`src/rtl/mem_access_sequencer_if.sv`:
```
// Bus bundle between the relay-memory access sequencer, its two requesters
// (CPU control path and preloader) and the memory array.
interface mem_access_sequencer_if;
  logic        cpu_req;
  logic        cpu_we;
  logic [15:0] cpu_addr;
  logic [7:0]  cpu_wdata;
  logic        cpu_ack;
  logic [7:0]  cpu_rdata;
  logic        ld_req;
  logic [14:0] ld_addr;
  logic [7:0]  ld_data;
  logic        ld_ack;
  logic [14:0] mem_addr;
  logic [7:0]  mem_wdata;
  logic [7:0]  mem_rdata;
  logic        mem_read;
  logic        mem_write;
  logic        busy;
  logic        load_active;

  // The sequencer side; requesters and the memory model take the master view.
  modport slave (
    input  cpu_req, cpu_we, cpu_addr, cpu_wdata, ld_req, ld_addr, ld_data, mem_rdata,
    output cpu_ack, cpu_rdata, ld_ack, mem_addr, mem_wdata, mem_read, mem_write,
           busy, load_active
  );

  modport master (
    output cpu_req, cpu_we, cpu_addr, cpu_wdata, ld_req, ld_addr, ld_data, mem_rdata,
    input  cpu_ack, cpu_rdata, ld_ack, mem_addr, mem_wdata, mem_read, mem_write,
           busy, load_active
  );
endinterface

```
`src/rtl/mem_access_sequencer.sv`:
```
// Arbitrates CPU and preloader accesses to the relay memory and stretches each
// access into setup / strobe / hold phases with strobes only on a stable bus.
module mem_access_sequencer #(
  parameter int SETUP_CYC  = 1,
  parameter int STROBE_CYC = 2,
  parameter int HOLD_CYC   = 1
) (
  input logic                   clk,
  input logic                   reset,
  mem_access_sequencer_if.slave bus
);

  generate
    if (SETUP_CYC < 1 || SETUP_CYC > 15 || STROBE_CYC < 1 || STROBE_CYC > 15 ||
        HOLD_CYC < 1 || HOLD_CYC > 15) begin : g_bad_param
      $error("mem_access_sequencer: phase lengths must be in 1..15");
    end
  endgenerate

  localparam logic [3:0] SETUP_LOAD  = 4'(SETUP_CYC - 1);
  localparam logic [3:0] STROBE_LOAD = 4'(STROBE_CYC - 1);
  localparam logic [3:0] HOLD_LOAD   = 4'(HOLD_CYC - 1);

  typedef enum logic [2:0] {
    IDLE,
    SETUP,
    STROBE,
    HOLD,
    DONE
  } state_t;

  state_t     state;
  logic [3:0] phase_cnt;
  logic       is_write;

  // The relay memory is 32 KB, so the top CPU address bit has no meaning here.
  logic unused_addr_msb;
  assign unused_addr_msb = bus.cpu_addr[15];

  // Counter holds remaining cycles minus one; each phase ends when it reads zero.
  always_ff @(posedge clk) begin
    if (reset) begin
      state           <= IDLE;
      phase_cnt       <= '0;
      is_write        <= 1'b0;
      bus.mem_addr    <= '0;
      bus.mem_wdata   <= '0;
      bus.mem_read    <= 1'b0;
      bus.mem_write   <= 1'b0;
      bus.cpu_ack     <= 1'b0;
      bus.ld_ack      <= 1'b0;
      bus.cpu_rdata   <= '0;
      bus.busy        <= 1'b0;
      bus.load_active <= 1'b0;
    end else begin
      bus.cpu_ack <= 1'b0;
      bus.ld_ack  <= 1'b0;
      case (state)
        IDLE: begin
          if (bus.ld_req) begin
            bus.mem_addr    <= bus.ld_addr;
            bus.mem_wdata   <= bus.ld_data;
            is_write        <= 1'b1;
            bus.load_active <= 1'b1;
            bus.busy        <= 1'b1;
            phase_cnt       <= SETUP_LOAD;
            state           <= SETUP;
          end else if (bus.cpu_req) begin
            bus.mem_addr    <= bus.cpu_addr[14:0];
            bus.mem_wdata   <= bus.cpu_wdata;
            is_write        <= bus.cpu_we;
            bus.load_active <= 1'b0;
            bus.busy        <= 1'b1;
            phase_cnt       <= SETUP_LOAD;
            state           <= SETUP;
          end
        end
        SETUP: begin
          if (phase_cnt == 4'd0) begin
            bus.mem_read  <= ~is_write;
            bus.mem_write <= is_write;
            phase_cnt     <= STROBE_LOAD;
            state         <= STROBE;
          end else begin
            phase_cnt <= phase_cnt - 4'd1;
          end
        end
        STROBE: begin
          if (phase_cnt == 4'd0) begin
            bus.mem_read  <= 1'b0;
            bus.mem_write <= 1'b0;
            // The loader only writes, so any read here belongs to the CPU.
            if (!is_write) begin
              bus.cpu_rdata <= bus.mem_rdata;
            end
            phase_cnt <= HOLD_LOAD;
            state     <= HOLD;
          end else begin
            phase_cnt <= phase_cnt - 4'd1;
          end
        end
        HOLD: begin
          if (phase_cnt == 4'd0) begin
            if (bus.load_active) begin
              bus.ld_ack <= 1'b1;
            end else begin
              bus.cpu_ack <= 1'b1;
            end
            state <= DONE;
          end else begin
            phase_cnt <= phase_cnt - 4'd1;
          end
        end
        DONE: begin
          bus.busy        <= 1'b0;
          bus.load_active <= 1'b0;
          state           <= IDLE;
        end
        default: begin
          state <= IDLE;
        end
      endcase
    end
  end

endmodule

```
`src/flat_wrapper.sv`:
```
// flat-port wrapper written by rule: the top's interface ports become plain ports
module mem_access_sequencer_flat 
#(
  parameter int SETUP_CYC  = 1,
  parameter int STROBE_CYC = 2,
  parameter int HOLD_CYC   = 1
)
  (clk, reset, bus_cpu_req, bus_cpu_we, bus_cpu_addr, bus_cpu_wdata, bus_ld_req, bus_ld_addr, bus_ld_data, bus_mem_rdata, bus_cpu_ack, bus_cpu_rdata, bus_ld_ack, bus_mem_addr, bus_mem_wdata, bus_mem_read, bus_mem_write, bus_busy, bus_load_active);
  mem_access_sequencer_if bus_i ();
  input logic clk;
  input logic reset;
  input wire logic [$bits(bus_i.cpu_req)-1:0] bus_cpu_req;
  input wire logic [$bits(bus_i.cpu_we)-1:0] bus_cpu_we;
  input wire logic [$bits(bus_i.cpu_addr)-1:0] bus_cpu_addr;
  input wire logic [$bits(bus_i.cpu_wdata)-1:0] bus_cpu_wdata;
  input wire logic [$bits(bus_i.ld_req)-1:0] bus_ld_req;
  input wire logic [$bits(bus_i.ld_addr)-1:0] bus_ld_addr;
  input wire logic [$bits(bus_i.ld_data)-1:0] bus_ld_data;
  input wire logic [$bits(bus_i.mem_rdata)-1:0] bus_mem_rdata;
  output wire logic [$bits(bus_i.cpu_ack)-1:0] bus_cpu_ack;
  output wire logic [$bits(bus_i.cpu_rdata)-1:0] bus_cpu_rdata;
  output wire logic [$bits(bus_i.ld_ack)-1:0] bus_ld_ack;
  output wire logic [$bits(bus_i.mem_addr)-1:0] bus_mem_addr;
  output wire logic [$bits(bus_i.mem_wdata)-1:0] bus_mem_wdata;
  output wire logic [$bits(bus_i.mem_read)-1:0] bus_mem_read;
  output wire logic [$bits(bus_i.mem_write)-1:0] bus_mem_write;
  output wire logic [$bits(bus_i.busy)-1:0] bus_busy;
  output wire logic [$bits(bus_i.load_active)-1:0] bus_load_active;
  assign bus_i.cpu_req = bus_cpu_req;
  assign bus_i.cpu_we = bus_cpu_we;
  assign bus_i.cpu_addr = bus_cpu_addr;
  assign bus_i.cpu_wdata = bus_cpu_wdata;
  assign bus_i.ld_req = bus_ld_req;
  assign bus_i.ld_addr = bus_ld_addr;
  assign bus_i.ld_data = bus_ld_data;
  assign bus_i.mem_rdata = bus_mem_rdata;
  assign bus_cpu_ack = bus_i.cpu_ack;
  assign bus_cpu_rdata = bus_i.cpu_rdata;
  assign bus_ld_ack = bus_i.ld_ack;
  assign bus_mem_addr = bus_i.mem_addr;
  assign bus_mem_wdata = bus_i.mem_wdata;
  assign bus_mem_read = bus_i.mem_read;
  assign bus_mem_write = bus_i.mem_write;
  assign bus_busy = bus_i.busy;
  assign bus_load_active = bus_i.load_active;
  mem_access_sequencer #(.SETUP_CYC(SETUP_CYC), .STROBE_CYC(STROBE_CYC), .HOLD_CYC(HOLD_CYC)) u_core (.clk(clk), .reset(reset), .bus(bus_i));
endmodule
```
`config.mk`:
```
export PLATFORM = sky130hd
export DESIGN_NAME = mem_access_sequencer_flat
export DESIGN_NICKNAME = d
export VERILOG_FILES = /design/src/rtl/mem_access_sequencer_if.sv /design/src/rtl/mem_access_sequencer.sv /design/src/flat_wrapper.sv
export SDC_FILE = /design/constraint.sdc
export NUM_CORES = 1
export LEC_CHECK = 0
export ABC_AREA = 0
export CAP_MARGIN = 20
export CORE_MARGIN = 2
export CORE_UTILIZATION = 36
export CTS_CLUSTER_SIZE = 20
export DETAILED_ROUTE_END_ITERATION = 8
export PLACE_DENSITY = 0.75
export SLEW_MARGIN = 20
export SYNTH_ARGS = -nofsm -noshare
export SYNTH_HDL_FRONTEND = slang
export SYNTH_SLANG_ARGS = --single-unit
```
`constraint.sdc`:
```
create_clock -name clk -period 1.94 [get_ports clk]
set_input_delay 0.291 -clock clk [delete_from_list [all_inputs] [get_ports clk]]
set_output_delay 0.291 -clock clk [all_outputs]
set_load 0.01 [all_outputs]
```
; ---- Yosys cells after proc, flatten, opt, wreduce, memory -nomap -nowiden
; Index checks and enable logic that the tools add are counted.
[classes]
mux = 31
reduce_logical = 13
n_eq_ne = 9
addsub = 1
bitwise = 3
[ops]
columns = op, count
row1 = $mux W15, 2
row2 = $mux W4, 5
row3 = $mux W8, 2
row4 = $pmux W4 S4, 1
row5 = $mux W3, 5
row6 = $pmux W3 S4, 1
row7 = $mux W1, 11
row8 = $reduce_and A3 Y1, 3
row9 = $pmux W1 S2, 4
row10 = $eq A3 B2 Y1 const B, 2
row11 = $ne A2 B1 Y1 const B, 3
row12 = $reduce_bool A2 Y1, 3
row13 = $logic_not A4 Y1, 1
row14 = $reduce_and A2 Y1, 2
row15 = $reduce_and A4 Y1, 1
row16 = $reduce_bool A4 Y1, 1
row17 = $sub A4 B1 Y4 const B, 1
row18 = $eq A3 B1 Y1 const B, 1
row19 = $eq A3 B3 Y1 const B, 1
row20 = $logic_not A3 Y1, 1
row21 = $ne A3 B3 Y1 const B, 1
row22 = $not A1 Y1, 3
row23 = $reduce_or A3 Y1, 1
row24 = $ne A2 B2 Y1 const B, 1
[totals]
regBits = 45
input_bits = 60
word_cells = 69
output_inout_bits = 37

; ---- Logic depth before layout (Yosys ltp)
[depth]
depth_word = 3
depth_mapped = 8
mapped_depth_nobuf = 6

; ---- Least setup slack after synthesis
; OpenSTA, ideal clock, no wires.
[synth_path]
path_type = reg-to-reg
from = reg u_core.phase_cnt[0]
to = reg u_core.bus.cpu_rdata[0]
stages_incl_launch_ff = 9
setup_ns = 0.128
t_arrival_ns = 1.819
slack_ns = -0.006
path_buffers = 2
t_required_ns = 1.812
path_cell_list = dfxtp_1 inv_1 ha_1 or3b_1 clkbuf_2 or4_4 buf_6 mux2i_1 nor2_1
[synth_via]
elab_chain_len = 2
[synth_rtl]
columns = item, line
row1 = from (decl), mem_access_sequencer.sv:33  ; logic [3:0] phase_cnt;
row2 = from (signal assigned), mem_access_sequencer.sv:85  ; phase_cnt <= phase_cnt - 4'd1;
row3 = from (signal assigned), mem_access_sequencer.sv:99  ; phase_cnt <= phase_cnt - 4'd1;
row4 = from (signal assigned), mem_access_sequencer.sv:111  ; phase_cnt <= phase_cnt - 4'd1;
row5 = $logic_not A4 Y1, mem_access_sequencer.sv:89  ; if (phase_cnt == 4'd0) begin
row6 = $reduce_and A3 Y1 (no line), -
row7 = to (signal assigned), mem_access_sequencer.sv:94  ; bus.cpu_rdata <= bus.mem_rdata;
row8 = to (decl), mem_access_sequencer_if.sv:25  ; output cpu_ack, cpu_rdata, ld_ack, mem_addr, mem_wdata, mem_read, mem_write,
; No other way between the ends.
; A chain may end at the register's enable or synchronous reset.

; ---- Worst setup path in the final report
[layout_path]
from = reg u_core.phase_cnt[0]
to = reg u_core.bus.cpu_rdata[2]
; Same word-level chain as after synthesis.

==> results.sh <==
export IMPL_cts_hold_fix_buffers=0
export IMPL_setup_repair_after_global_routing_missed_its_margin="yes"
export IMPL_period_share_pct=97.7
export IMPL_report_final_hold_viol_count=0
export IMPL_worst_setup_path_startpoint="u_core.phase_cnt[0]"
export IMPL_ys_dominant_reg_cell="sky130_fd_sc_hd__dfxtp_1"
export IMPL_clock_skew_final_ps=1.86
export IMPL_chipHeight_microns=77.7
export IMPL_post_synth_xor_area_fraction_pct=0.448
export IMPL_core_area_sq_um=5170
export IMPL_total_number_of_vias=1839
export IMPL_clk_transition_reported_paths_ps=80
export IMPL_die_area_sq_um=6040
export IMPL_synth_seq_area_share_pct=46.0
export IMPL_antenna_violating_nets_post_route=0
export IMPL_numCtsBuffers=5
export IMPL_cts_tree="done"
export IMPL_worst_hold_path_type="flip-flop to flip-flop"
export IMPL_routability_driven_placement_congestion_ratio=0.842
export IMPL_fill_cells=452
export IMPL_globalRouteOverflowTotal=0
export IMPL_synth_area_sq_um=1960
export IMPL_setup_crit_start_kind="flip-flop"
export IMPL_timing_max_cap_violations=0
export IMPL_drc_errors=0
export IMPL_adder_cell_share_of_the_synthesized_area_pct=1.79
export IMPL_antenna_found_initial=0
export IMPL_finalWorstSetupSlack_ps=44.4
export IMPL_antenna_cells=0
export IMPL_finalCoreUtilization_pct=60.5
export IMPL_clock_tree_root_driver_cell="sky130_fd_sc_hd__clkbuf_8"
export IMPL_grt_first_pass_wirelength_microns=7380
export IMPL_synth_warning_count=0
export IMPL_critical_path_max_fanout=8
export IMPL_crit_reg2reg_capture="u_core.bus.cpu_rdata[2]"
export IMPL_drt_wirelength_per_cell_microns=12.6
export IMPL_setup_viol_count_final=0
export IMPL_synth_mux_area_fraction_pct=15.9
export IMPL_first_global_vias=1627
export IMPL_regToRegStartpoint="u_core.phase_cnt[0]"
export IMPL_power_static_leakage_nw=1.26
export IMPL_main_combinational_cell_family_by_area_after_synthesis="multiplexers"
export IMPL_yosys_top_cells_area="sky130_fd_sc_hd__dfxtp_1 46%, sky130_fd_sc_hd__mux2i_1 16%, sky130_fd_sc_hd__a211oi_1 10%, sky130_fd_sc_hd__nor2_1 8.2%, sky130_fd_sc_hd__clkbuf_1 2.3%"
export IMPL_critical_path_arrival_ps=2090
export IMPL_postSynth_asyncResetShare_pct=0
export IMPL_clock_latency_ps=290
export IMPL_setup_worst_path_end="u_core.bus.cpu_rdata[2]"
export IMPL_post_synth_edffs=0
export IMPL_yosys_register_bits=45
export IMPL_synth_compound_gate_area_share_pct=15.8
export IMPL_power_per_cell_area_nw_per_um2=1250
export IMPL_reg2regPathDepth=6
export IMPL_layout_min_cycle_time_ps=1900
export IMPL_synth_top_cell_area_share_pct=46.0
export IMPL_vdd_drop_max_v=0.000551
export IMPL_cts_htree_levels=2
export IMPL_netlist_cell_type_count=32
export IMPL_synth_instances=211
export IMPL_flow_area_growth_from_synthesis_pct=60.0
export IMPL_cts_post_setup_buffers_inserted=0
export IMPL_start_util_pct=37.8
export IMPL_multi_input_comb_area_sq_um=986
export IMPL_cp_data_required_time_ps=2130
export IMPL_dieWidth_microns=77.7
export IMPL_numClockSinks=45
export IMPL_synthesis_area_per_instance_sq_um=9.27
export IMPL_hpwl_microns=3590
export IMPL_pin_count=97
export IMPL_stdcell_count=377
export IMPL_cts_resized_gates=0
export IMPL_worstSetupEndpointType="flip-flop"
export IMPL_outcome="complete, no violations"
export IMPL_top_post_synthesis_cells_by_count="45 x sky130_fd_sc_hd__dfxtp_1, 43 x sky130_fd_sc_hd__nor2_1, 31 x sky130_fd_sc_hd__mux2i_1"
export IMPL_worst_slew_pin_slew_ps=462
export IMPL_slew_viol_final=0
export IMPL_detail_route_vias_per_cell=4.88
export IMPL_placement_setup_worst_slack_ps=85.0
export IMPL_layout_nets=369
export IMPL_maxClockFrequency_mhz=528
export IMPL_globalRouteTotalUtil_pct=15.4
export IMPL_yosys_cell_count_top_type="sky130_fd_sc_hd__dfxtp_1"
export IMPL_synth_simple_gate_area_share_pct=15.5
export IMPL_grt_max_degree=27
export IMPL_post_route_cells_drive_above_1_share_pct=8.47
export IMPL_drt_wl_total_microns=4740
export IMPL_sequential_cell_area_sq_um=902
export IMPL_fp_row_count=26
export IMPL_drtIter0Drc=97
export IMPL_mappedNetlistNets=273
export IMPL_cts_root_to_sink_buffers=2
export IMPL_synth_area_leader_cell="sky130_fd_sc_hd__dfxtp_1"
export IMPL_timing_setup_critical_path_class="flip-flop to flip-flop"
export IMPL_worst_slew_margin_rel_pct=69.2
export IMPL_drt_pre_antenna_iters=4
export IMPL_port_buffer_count=95
export IMPL_reg2reg_slack_ps=40
export IMPL_post_place_cells=370
==> flip-flops by register name (all words and copies together) (netlist names) <==
signal,flops
u_core.bus.cpu_rdata,8
u_core.bus.mem_write,1
u_core.is_write,1
u_core.bus.load_active,1
u_core.bus.busy,1
u_core.bus.mem_wdata,8
u_core.bus.cpu_ack,1
u_core.phase_cnt,4
u_core.bus.ld_ack,1
u_core.bus.mem_read,1
u_core.state,3
u_core.bus.mem_addr,15
==> area by class of cell <==
class / instances / area share [%]
flip-flops and latches: 45 / 28.8
inverters: 3 / 0.360
clock buffers: 5 / 2.20
well taps: 70 / 2.80
repair buffers: 107 / 33.2
clock inverters: 2 / 1.12
multi-input cells: 145 / 31.5
==> power by group <==
part | leakage, nW | total [W] | switching, W | internal, W
Sequential | 0.371 | 0.00143 | 0.000213 | 0.00122
Combinational | 0.834 | 0.00181 | 0.000830 | 0.000978
Clock | 0.0540 | 0.000679 | 0.000305 | 0.000374
Total | 1.26 | 0.00392 | 0.00135 | 0.00257
==> worst min path at each step <==
stage	cells past startpoint	to	start
2_1_floorplan	2	u_core.bus.cpu_rdata[0]	bus_mem_rdata[0]
3_3_place_gp	2	u_core.bus.cpu_rdata[3]	u_core.bus.cpu_rdata[3]
3_5_place_dp	2	u_core.bus.cpu_rdata[5]	u_core.bus.cpu_rdata[5]
4_1_cts	2	u_core.bus.mem_addr[7]	u_core.bus.mem_addr[7]
5_1_grt	2	u_core.bus.cpu_rdata[6]	u_core.bus.cpu_rdata[6]
6_report	2	u_core.phase_cnt[1]	u_core.phase_cnt[1]
==> routing by layer <==
metal  wire, microns  share of wire (%)  track usage, %
met2            2170                 46            25.3
met5               0                  0               0
met4              55                1.2            4.82
met3             480                 10            7.44
met1            2030                 43            17.4
==> layout by cell type, fill, tap and decap left out, drive strengths merged, types with 3 or more instances in the layout <==
cell | netlist | layout
clkdlybuf4s50 | 0 | 95
dfxtp | 45 | 45
nor2 | 43 | 43
mux2i | 31 | 31
a211oi | 26 | 26
buf | 5 | 12
a21oi | 6 | 6
nor3 | 6 | 6
clkbuf | 13 | 5
nand2b | 4 | 4
nand2 | 4 | 4
inv | 3 | 3
==> logic make-up (layout without fill, tap and decap cells) <==
kind of cell    Yosys count  after routing
simple gates             67             67
fa+ha+maj                 3              3
buf+inv                  21            117
compound gates           43             43
mux                      31             31
flops                    45             45
xor+xnor                  1              1
==> stage by stage <==
step	area [sq um]	power [W]	setup TNS, ps	hold WS (ps)
after floorplan	1960	0.00241	0	435
after global placement	3010	0.00318	0	472
after detailed placement	3010	0.00322	0	482
after CTS	3120	0.00390	0	502
after global routing	3130	0.00420	-0.299	522
final	3130	0.00392	0	498
==> worst max-delay path: stages (launching register included) <==
cell and delay [ps]:
sky130_fd_sc_hd__dfxtp_1 330, sky130_fd_sc_hd__inv_2 90, sky130_fd_sc_hd__ha_4 130, sky130_fd_sc_hd__or3b_4 370
sky130_fd_sc_hd__or4_4 620, sky130_fd_sc_hd__mux2i_1 190, sky130_fd_sc_hd__nor2_1 60
Power figures use the tool's default switching activity.
